[config.mk]
export PLATFORM = sky130hd
export DESIGN_NAME = rr_priority_arbiter
export DESIGN_NICKNAME = d
export VERILOG_FILES = /design/src/rtl/arb_pkg.sv /design/src/rtl/rot_prio_enc.sv /design/src/rtl/rr_priority_arbiter.sv
export SDC_FILE = /design/constraint.sdc
export NUM_CORES = 1
export LEC_CHECK = 0
export BUFFER_PORTS_ARGS = -buffer_cell sky130_fd_sc_hd__buf_2
export CAP_MARGIN = 20
export CORE_UTILIZATION = 53
export CTS_CLUSTER_SIZE = 14
export DETAILED_ROUTE_END_ITERATION = 8
export HOLD_SLACK_MARGIN = 0.02
export PLACE_DENSITY_LB_ADDON = 0.1
export SLEW_MARGIN = 20
export SYNTH_ARGS = -nofsm -noshare
export SYNTH_HDL_FRONTEND = slang
export SYNTH_HIERARCHICAL = 1
export SYNTH_SLANG_ARGS = --single-unit
[constraint.sdc]
create_clock -name clk -period 4 [get_ports clk]
set_input_delay 0.8 -clock clk [delete_from_list [all_inputs] [get_ports clk]]
set_output_delay 0.8 -clock clk [all_outputs]
set_load 0.005 [all_outputs]
[src/rtl/arb_pkg.sv]
// Shared types and constants for the round-robin / fixed-priority arbiter.
package arb_pkg;

   // Arbiter ownership state
   typedef enum logic {
      IDLE = 1'b0,
      BUSY = 1'b1
   } state_t;

   // Arbitration mode selector values
   localparam logic MODE_FIXED = 1'b0;
   localparam logic MODE_RR    = 1'b1;

endpackage : arb_pkg

[src/rtl/rot_prio_enc.sv]
// Rotating MSB-first priority encoder.
// Rotates req so that bit ptr sits at the MSB, picks the highest set bit,
// then maps that position back to the original requester index.
//   req   : request vector (already masked for eligibility)
//   ptr   : index that gets top priority; N-1 gives plain fixed priority
//   found : at least one request set
//   idx   : winning requester index, 0 when found is low
module rot_prio_enc #(
   parameter int unsigned N   = 8,
   parameter int unsigned IDW = $clog2(N)
) (
   input  logic [N-1:0]   req,
   input  logic [IDW-1:0] ptr,
   output logic           found,
   output logic [IDW-1:0] idx
);

   logic [N-1:0] rot;

   // rot[N-1-k] holds the requester k steps below ptr (modulo N)
   always_comb begin
      rot = '0;
      for (int k = 0; k < N; k++) begin
         rot[N-1-k] = req[ptr - IDW'(k)];
      end
   end

   // Highest set rotated bit wins; position j maps back to ptr + j + 1
   always_comb begin
      found = 1'b0;
      idx   = '0;
      for (int j = 0; j < N; j++) begin
         if (rot[j]) begin
            found = 1'b1;
            idx   = ptr + IDW'(j) + IDW'(1);
         end
      end
   end

endmodule : rot_prio_enc

[src/rtl/rr_priority_arbiter.sv]
// Single-resource arbiter with fixed-priority or round-robin selection,
// registered one-hot grant, and a hold-time limit that forces release.
//   clk, rst_n : clock, asynchronous active-low reset
//   mode       : 0 fixed priority (N-1 highest), 1 round-robin
//   req        : level requests, held until served
//   done       : single-cycle release pulse from the owner
//   gnt        : registered one-hot grant
//   gnt_id     : index of the current (or last) owner
//   gnt_valid  : a grant is active
//   timeout    : one-cycle pulse after a forced release
module rr_priority_arbiter
   import arb_pkg::*;
#(
   parameter int unsigned N        = 8,
   parameter int unsigned MAX_HOLD = 16,
   parameter int unsigned IDW      = $clog2(N),
   parameter int unsigned CNTW     = $clog2(MAX_HOLD)
) (
   input  logic           clk,
   input  logic           rst_n,
   input  logic           mode,
   input  logic [N-1:0]   req,
   input  logic           done,
   output logic [N-1:0]   gnt,
   output logic [IDW-1:0] gnt_id,
   output logic           gnt_valid,
   output logic           timeout
);

   localparam logic [N-1:0]    ONE_HOT0  = N'(1);
   localparam logic [IDW-1:0]  TOP_IDX   = IDW'(N - 1);
   localparam logic [CNTW-1:0] HOLD_LAST = CNTW'(MAX_HOLD - 1);

   state_t          state_q, state_d;
   logic [IDW-1:0]  ptr_q, ptr_d;
   logic [CNTW-1:0] hold_cnt_q, hold_cnt_d;
   logic [N-1:0]    gnt_d;
   logic [IDW-1:0]  gnt_id_d;
   logic            gnt_valid_d;
   logic            timeout_d;

   logic            busy;
   logic            owner_req;
   logic            at_limit;
   logic            release_now;
   logic            force_rel;
   logic            arbitrate;
   logic            take;
   logic [N-1:0]    eligible;
   logic [IDW-1:0]  enc_ptr;
   logic            win_found;
   logic [IDW-1:0]  win_idx;

   // Release detection; done has precedence so a done at the limit is not a timeout
   always_comb begin
      busy        = (state_q == BUSY);
      owner_req   = req[gnt_id];
      at_limit    = (hold_cnt_q == HOLD_LAST);
      release_now = busy & (done | ~owner_req | at_limit);
      force_rel   = busy & at_limit & ~done & owner_req;
      arbitrate   = ~busy | release_now;
      // A timed-out owner sits out only the arbitration of its own release
      eligible    = force_rel ? (req & ~(ONE_HOT0 << gnt_id)) : req;
      enc_ptr     = (mode == MODE_RR) ? ptr_q : TOP_IDX;
   end

   rot_prio_enc #(
      .N   (N),
      .IDW (IDW)
   ) u_enc (
      .req   (eligible),
      .ptr   (enc_ptr),
      .found (win_found),
      .idx   (win_idx)
   );

   assign take = arbitrate & win_found;

   // State register plus all registered outputs and datapath state
   always_ff @(posedge clk or negedge rst_n) begin
      if (!rst_n) begin
         state_q    <= IDLE;
         ptr_q      <= TOP_IDX;
         hold_cnt_q <= '0;
         gnt        <= '0;
         gnt_id     <= '0;
         gnt_valid  <= 1'b0;
         timeout    <= 1'b0;
      end else begin
         state_q    <= state_d;
         ptr_q      <= ptr_d;
         hold_cnt_q <= hold_cnt_d;
         gnt        <= gnt_d;
         gnt_id     <= gnt_id_d;
         gnt_valid  <= gnt_valid_d;
         timeout    <= timeout_d;
      end
   end

   // Next-state logic
   always_comb begin
      state_d = state_q;
      unique case (state_q)
         IDLE: if (take) state_d = BUSY;
         BUSY: if (release_now) state_d = take ? BUSY : IDLE;
         default: state_d = IDLE;
      endcase
   end

   // Next values of grant, pointer, hold counter and timeout pulse
   always_comb begin
      gnt_d       = gnt;
      gnt_id_d    = gnt_id;
      gnt_valid_d = gnt_valid;
      ptr_d       = ptr_q;
      hold_cnt_d  = hold_cnt_q;
      timeout_d   = force_rel;
      if (take) begin
         gnt_d       = ONE_HOT0 << win_idx;
         gnt_id_d    = win_idx;
         gnt_valid_d = 1'b1;
         ptr_d       = (win_idx == '0) ? TOP_IDX : (win_idx - IDW'(1));
         hold_cnt_d  = '0;
      end else if (release_now) begin
         // gnt_id keeps the last owner for observability
         gnt_d       = '0;
         gnt_valid_d = 1'b0;
         hold_cnt_d  = '0;
      end else if (busy) begin
         hold_cnt_d  = hold_cnt_q + CNTW'(1);
      end
   end

   // Structural invariants of the grant outputs
   a_gnt_onehot0: assert property (@(posedge clk) disable iff (!rst_n) $onehot0(gnt));
   a_valid_match: assert property (@(posedge clk) disable iff (!rst_n) gnt_valid == (|gnt));
   a_id_match:    assert property (@(posedge clk) disable iff (!rst_n) gnt_valid |-> gnt[gnt_id]);
   a_to_pulse:    assert property (@(posedge clk) disable iff (!rst_n) timeout |=> !timeout);

endmodule : rr_priority_arbiter

### Word-level counts from Yosys, hierarchy flattened

Cells that the tools add are included.

* register bits after elaboration: 21
* input port bits: 12
* output and inout bits: 13
* word-level logic and storage cells: 105

* add/subtract/negate cells: 23
* $lt $le $gt $ge: 9
* eq/ne operators: 1
* shift-type cells: 2
* mux-type cells: 47
* bitwise logic cells: 13
* reductions and logical operators: 3

Operators by type and width (count)
* $lt 3x4->1 const B: 9
* $mux 3: 10
* $bmux 1 s3: 9
* $add 3x1->3 const B: 8
* $mux 8: 3
* $mux 1: 21
* $shl 1x3->8 const A: 2
* $add 3x3->3 const B: 4
* $mux 4: 3
* $sub 3x3->3 const B: 4
* $and 8x8->8: 1
* $not 8->8: 1
* $add 3x2->3 const B: 2
* $sub 3x1->3 const B: 2
* $sub 3x2->3 const B: 2
* $and 1x1->1: 5
* $add 4x1->4 const B: 1
* $eq 4x4->1 const B: 1
* $logic_not 3->1: 1
* $not 1->1: 3
* $or 1x1->1: 3
* $reduce_bool 3->1: 1
* $pmux 1 s2: 1
* $reduce_bool 2->1: 1

### Logic depth before layout (Yosys ltp)

* word-level depth: 19
* mapped depth: 16
* gate-level depth less buffers: 16

### Modules after synthesis

Netlist, hierarchy kept.

Modules (own cells, without submodules)
* rr_priority_arbiter: instances 1, cells an instance 112, area each 1172.4 um^2
* rot_prio_enc: instances 1, cells an instance 93, area each 920.9 um^2

### Worst setup path before layout

No wires, ideal clock.

* kind: input -> register
* start: input done
* end: register ptr_q[2]
* library setup time: 82 ps
* arrival: 3991 ps
* setup slack: -73 ps
* cell stages on the path: 15
* path buffers: 0
* path through: nand2b_1 > o32ai_2 > o21ai_0 > nor2_1 > a21boi_0 > mux4_2 > mux2_2 > o21bai_1 > a311o_1 > o21ai_1 > inv_1 > ha_1 > nor3_1 > a21oi_1 > mux2_2

* word-level cells in the longest chain between the ends: 16

RTL lines
* start, declared: line rr_priority_arbiter.sv:23 `input logic done,`
* $not 1->1 (*): line rr_priority_arbiter.sv:60 `force_rel = busy & at_limit & ~done & owner_req;`
* $and 1x1->1 (*) (2 in a row): line rr_priority_arbiter.sv:60
* $mux 8 (*): line rr_priority_arbiter.sv:63 `eligible = force_rel ? (req & ~(ONE_HOT0 << gnt_id)) : req;`
* via eligible[0]: line rr_priority_arbiter.sv:49 `logic [N-1:0] eligible;`
* $bmux 1 s3: line rot_prio_enc.sv:24 `rot[N-1-k] = req[ptr - IDW'(k)];`
* $mux 1 (not written as such): line rot_prio_enc.sv:24
* $mux 3 (7 in a row): line rot_prio_enc.sv:33 `if (rot[j]) begin`
* $mux 3 (*): line rot_prio_enc.sv:33
* via win_idx[0]: line rr_priority_arbiter.sv:52 `logic [IDW-1:0] win_idx;`
* $sub 3x1->3 or $logic_not 3->1 (tied branches): line rr_priority_arbiter.sv:122 `ptr_d = (win_idx == '0) ? TOP_IDX : (win_idx - IDW'(1));`
* $mux 3 (*): line rr_priority_arbiter.sv:122
* end signal, assigned: line rr_priority_arbiter.sv:91 `ptr_q <= ptr_d;`
* end, declared: line rr_priority_arbiter.sv:35 `logic [IDW-1:0] ptr_q, ptr_d;`

Mark *: on every way through the listed nets, which the timed path passes. The rest lies on a longest branch. The select of a mux whose other input is x is not followed.
A chain may end at the register's enable or synchronous reset.

### Final worst setup path

* start: input done
* end: register ptr_q[0]

* word-level cells in the longest chain between the ends: 16

RTL lines (line)
* $not 1->1 (*): rr_priority_arbiter.sv:60
* $and 1x1->1 (*) (2 in a row): rr_priority_arbiter.sv:60
* $mux 8 (*): rr_priority_arbiter.sv:63
* via eligible[1]: rr_priority_arbiter.sv:49
* $bmux 1 s3: rot_prio_enc.sv:24
* $mux 1 (not written as such): rot_prio_enc.sv:24
* $mux 3 (7 in a row): rot_prio_enc.sv:33
* $mux 3 (*): rot_prio_enc.sv:33
* via win_idx[1]: rr_priority_arbiter.sv:52
* $logic_not 3->1 (*): rr_priority_arbiter.sv:122
* $mux 3 (*): rr_priority_arbiter.sv:122

Marks and branches as above.

==> results.md <==
* Run status: completed
* WS Path Type: in2reg
* CTS Root Buffer Type: clkbuf_8
* Starting Density at 0.563
* Main flop type after synthesis: dfrtp_1
* H-tree lvl count at 1
* Horizontal extent of the die at 64.8 µm
* Ys Warns at 6
* Routed Wire Length at 5.55 mm
* Synthesized flop and latch total at 21
* Detail Route met2 WL at 3.01 mm
* N_diodes at 0
* Number of antenna violations at the first check in global routing at 0
* Number of flops mapped to enable cells by yosys at 0
* Layout fillers at 268
* Worst IR drop on VDD at 622 µV
* Internal Power at 1.11 mW
* Count of vias placed by the detailed router at 1,951
* Max stage delay cell, worst path: mux4_2
* Switching component of the power at 0.907 mW
* Crit path DAT at 4.10 ns
* Fmax at 0.256 GHz
* Starting DRT DRC Count at 99
* TritonCTS clock tree: done
* GP Congestion at 0.899
* Number of buffer cells added on primary ports at 24
* CP Data Required Time at 4.18 ns
* Die height at 64.8 µm
* Category of cells accounting for the largest share of critical-path delay: compound AO/OA/AOI/OAI gates
* End-of-flow core utilization at 0.725
* Global-route usage over all layers at 0.273
* Maximum cell stage delay along the critical path at 0.52 ns
* Sw Ratio at 0.450
* Part of the cycle the worst path needs at 0.978
* Fraction of registers with async set or reset after synthesis at 1.00
* Area of the die at 4200 µm²
* DRT met1 WL at 2.17 mm
* Dpl hpwl at 4.11 mm
* Sequential fraction of the synthesis area at 0.253
* Slack of the critical path at 0.0871 ns
* Amount of wire on met3 after detailed routing at 197 µm
* Net Count, Synth at 226
* Clock network fraction of design power at 0.069
* Element type at the critical path end: flop
* Overflow left after global routing at 0
* Leakage power figure at 1.23 nW
* Wire length of the first global-routing pass at 8.79 mm
* Netlist area before placement at 2090 µm²
* Number of top-level design ports at 25
* Synth cell types at 54
* Share of final-layout standard cells stronger than drive strength 1 at 0.487
* Pwr Total at 2.02 mW
* Max-Slew Margin vs Limit at 0.664
* Clk_skew at 0.00930 ns
* Clock buffers created by TritonCTS at 3
* Crit path buffers/inverters at 5
* Post-synthesis area per instance at 10.2 µm²
* Standard-cell row count at 22
* Max Fanout on Critical Path at 6
* Hold_buf cts at 0
* Core region area at 3720 µm²
* Via-to-Cell Ratio at 6.31
* Antenna-violating nets left at 0
* Worst setup timing slack at the placement stage at -0.301 ns
* Layout overhead on the synthesized area at 28.7%
* Top routing layer used: met4
* Synthesized netlist cell count at 205
* Transition at the pin with the smallest max-transition slack at 0.502 ns
* Sequential cell fraction of total power at 0.193
* Setup violations, final at 0
* Type of element launching the critical path: input pin
* Power per unit of standard cell area at 749 nW/µm²
* Number of iterations in the first detailed-routing pass at 4
* Clock sink count at 21
* Number of maximum-capacitance violations at 0
* Clock edge transition at the registers on the reported setup and hold paths at 0.08 ns
* Cell with the most instances on the worst path: buf_4
* Vias in the first global route at 1,905
* Cell breakdown of the critical path: buf_2, nand2b_4, o32ai_2, o21ai_2, nor2_2, buf_4, a31oi_4, mux4_2, mux2_4, buf_4, o211a_1, o211ai_2, o211ai_2, inv_2, ha_2, buf_4, nand2_1, a31oi_2
* Class of the tightest hold or removal check: in2async
* Final number of hold-violating endpoints at 0
* CTS Buffer Depth at 2
* Fin nets at 283
* Slew Viols, Final at 0
* DRC violations left at 0
* Routed wire length per instance at 18.0 µm
* Largest net degree at the start of global routing at 22
* Clock latency on the worst-skew pair at 0.27 ns
* Combinational group share of total power at 0.739
* Final critical path time including I/O delays and setup at 3.91 ns
per-layer routing:
| layer | GRT usage | up-vias |
|---|---|---|
| met5 | 0 | - |
| met4 | 0.106 | 0 |
| met3 | 0.0229 | 19 |
| met2 | 0.513 | 54 |
| met1 | 0.316 | 965 |
| li1 | - | 913 |
cell families (layout without fill, tap and decap cells):
| kind of cell | after synthesis | in the layout | share of synthesized area |
|---|---|---|---|
| multiplexers | 33 | 33 | 0.248 |
| adder cells (fa/ha/maj) | 9 | 9 | 0.0538 |
| flip-flops | 21 | 21 | 0.253 |
| XOR/XNOR | 4 | 4 | 0.0167 |
| buffers and inverters | 26 | 82 | 0.0699 |
| AND/OR/NAND/NOR | 52 | 52 | 0.132 |
| AO/OA/AOI/OAI | 60 | 60 | 0.227 |
timing repair:
item                       in CTS  in global routing
buffers inserted                0                 10
pin swaps                       0                  8
setup endpoints to repair       1                 11
hold endpoints to repair        0                  0
resized for setup               2                 32
cell usage after synthesis (all sizes together) (3+ instances only):
library cell  instances  area share
mux2                  8       0.045
dfstp                 3       0.038
nor2b                 3      0.0090
a21boi                4       0.014
a31oi                 7       0.021
inv                  15       0.027
mux4                 14        0.15
nor4                  3       0.012
nand3                 6       0.014
o21ai                 9       0.022
clkbuf                3      0.0054
a32o                  6       0.029
mux2i                11       0.053
nand2b                7       0.021
and2                  4       0.013
a22oi                 4       0.014
a221oi                3       0.016
dfrtp                18        0.22
buf                   8       0.038
o211ai                5       0.025
nor2                 10       0.018
nand2                12       0.022
ha                    9       0.054
a21oi                 6       0.014
flip-flops by register name, summed over array words and instances (netlist names):
name / count
gnt: 8
hold_cnt_q: 4
gnt_id: 3
ptr_q: 3
busy: 1
gnt_valid: 1
timeout: 1
per-stage QoR:
| stage | cell area (µm²) | TNS (ns) | hold slack (ns) | std cells |
|---|---|---|---|---|
| after floorplan | 2110 | 0 | 0.473 | 205 |
| after global placement | 2420 | -0.286 | 0.459 | 295 |
| after detailed placement | 2420 | -2.00 | 0.472 | 295 |
| after CTS | 2480 | 0 | 0.487 | 299 |
| after global routing | 2690 | -0.322 | 0.509 | 309 |
| final | 2690 | 0 | 0.473 | 309 |
power by group through the flow:
stage / combinational, mW / clock [mW] / sequential (mW)
after global placement: 1.24 / 0 / 0.375
after global routing: 1.63 / 0.147 / 0.403
after floorplan: 0.943 / 0 / 0.352
after detailed placement: 1.29 / 0 / 0.383
after CTS: 1.30 / 0.141 / 0.382
final: 1.49 / 0.138 / 0.389
worst paths after layout:
check                      slack, ns         to  cells after the start      start
setup / recovery                0.09   ptr_q[0]                     18       done
hold / removal                  0.47     gnt[2]                      1      rst_n
setup reg to reg                0.16   ptr_q[0]                     17  gnt_id[0]
hold reg to reg                 0.49  gnt_valid                      1  gnt_valid
max in group asynchronous       3.17  gnt_id[1]                      1      rst_n
min in group clk                0.49  gnt_valid                      1  gnt_valid
cells in the final DEF, fill, tap and decap left out, types with 4 or more instances in the layout:
| master | n |
|---|---|
| ha_1 | 7 |
| inv_1 | 12 |
| nor2_1 | 9 |
| mux4_2 | 14 |
| buf_4 | 38 |
| dfrtp_1 | 16 |
| nand2b_1 | 6 |
| mux2i_1 | 10 |
| buf_2 | 24 |
| nand2_1 | 12 |
| o21ai_0 | 6 |
| a22oi_1 | 4 |
| nand3_1 | 6 |
| a32o_1 | 6 |
| a21oi_1 | 6 |
| mux2_2 | 5 |
layout make-up:
type                    count  area (µm²)  share of cell area
inverters                  15        58.8              0.0218
multi-input cells         158        1580               0.586
clock buffers               3        41.3              0.0153
repair buffers             63         417               0.155
flip-flops and latches     21         534               0.198
well taps                  48        60.1              0.0223
clock inverters             1        5.00             0.00186
No activity file was read; power rests on OpenSTA's default activity.
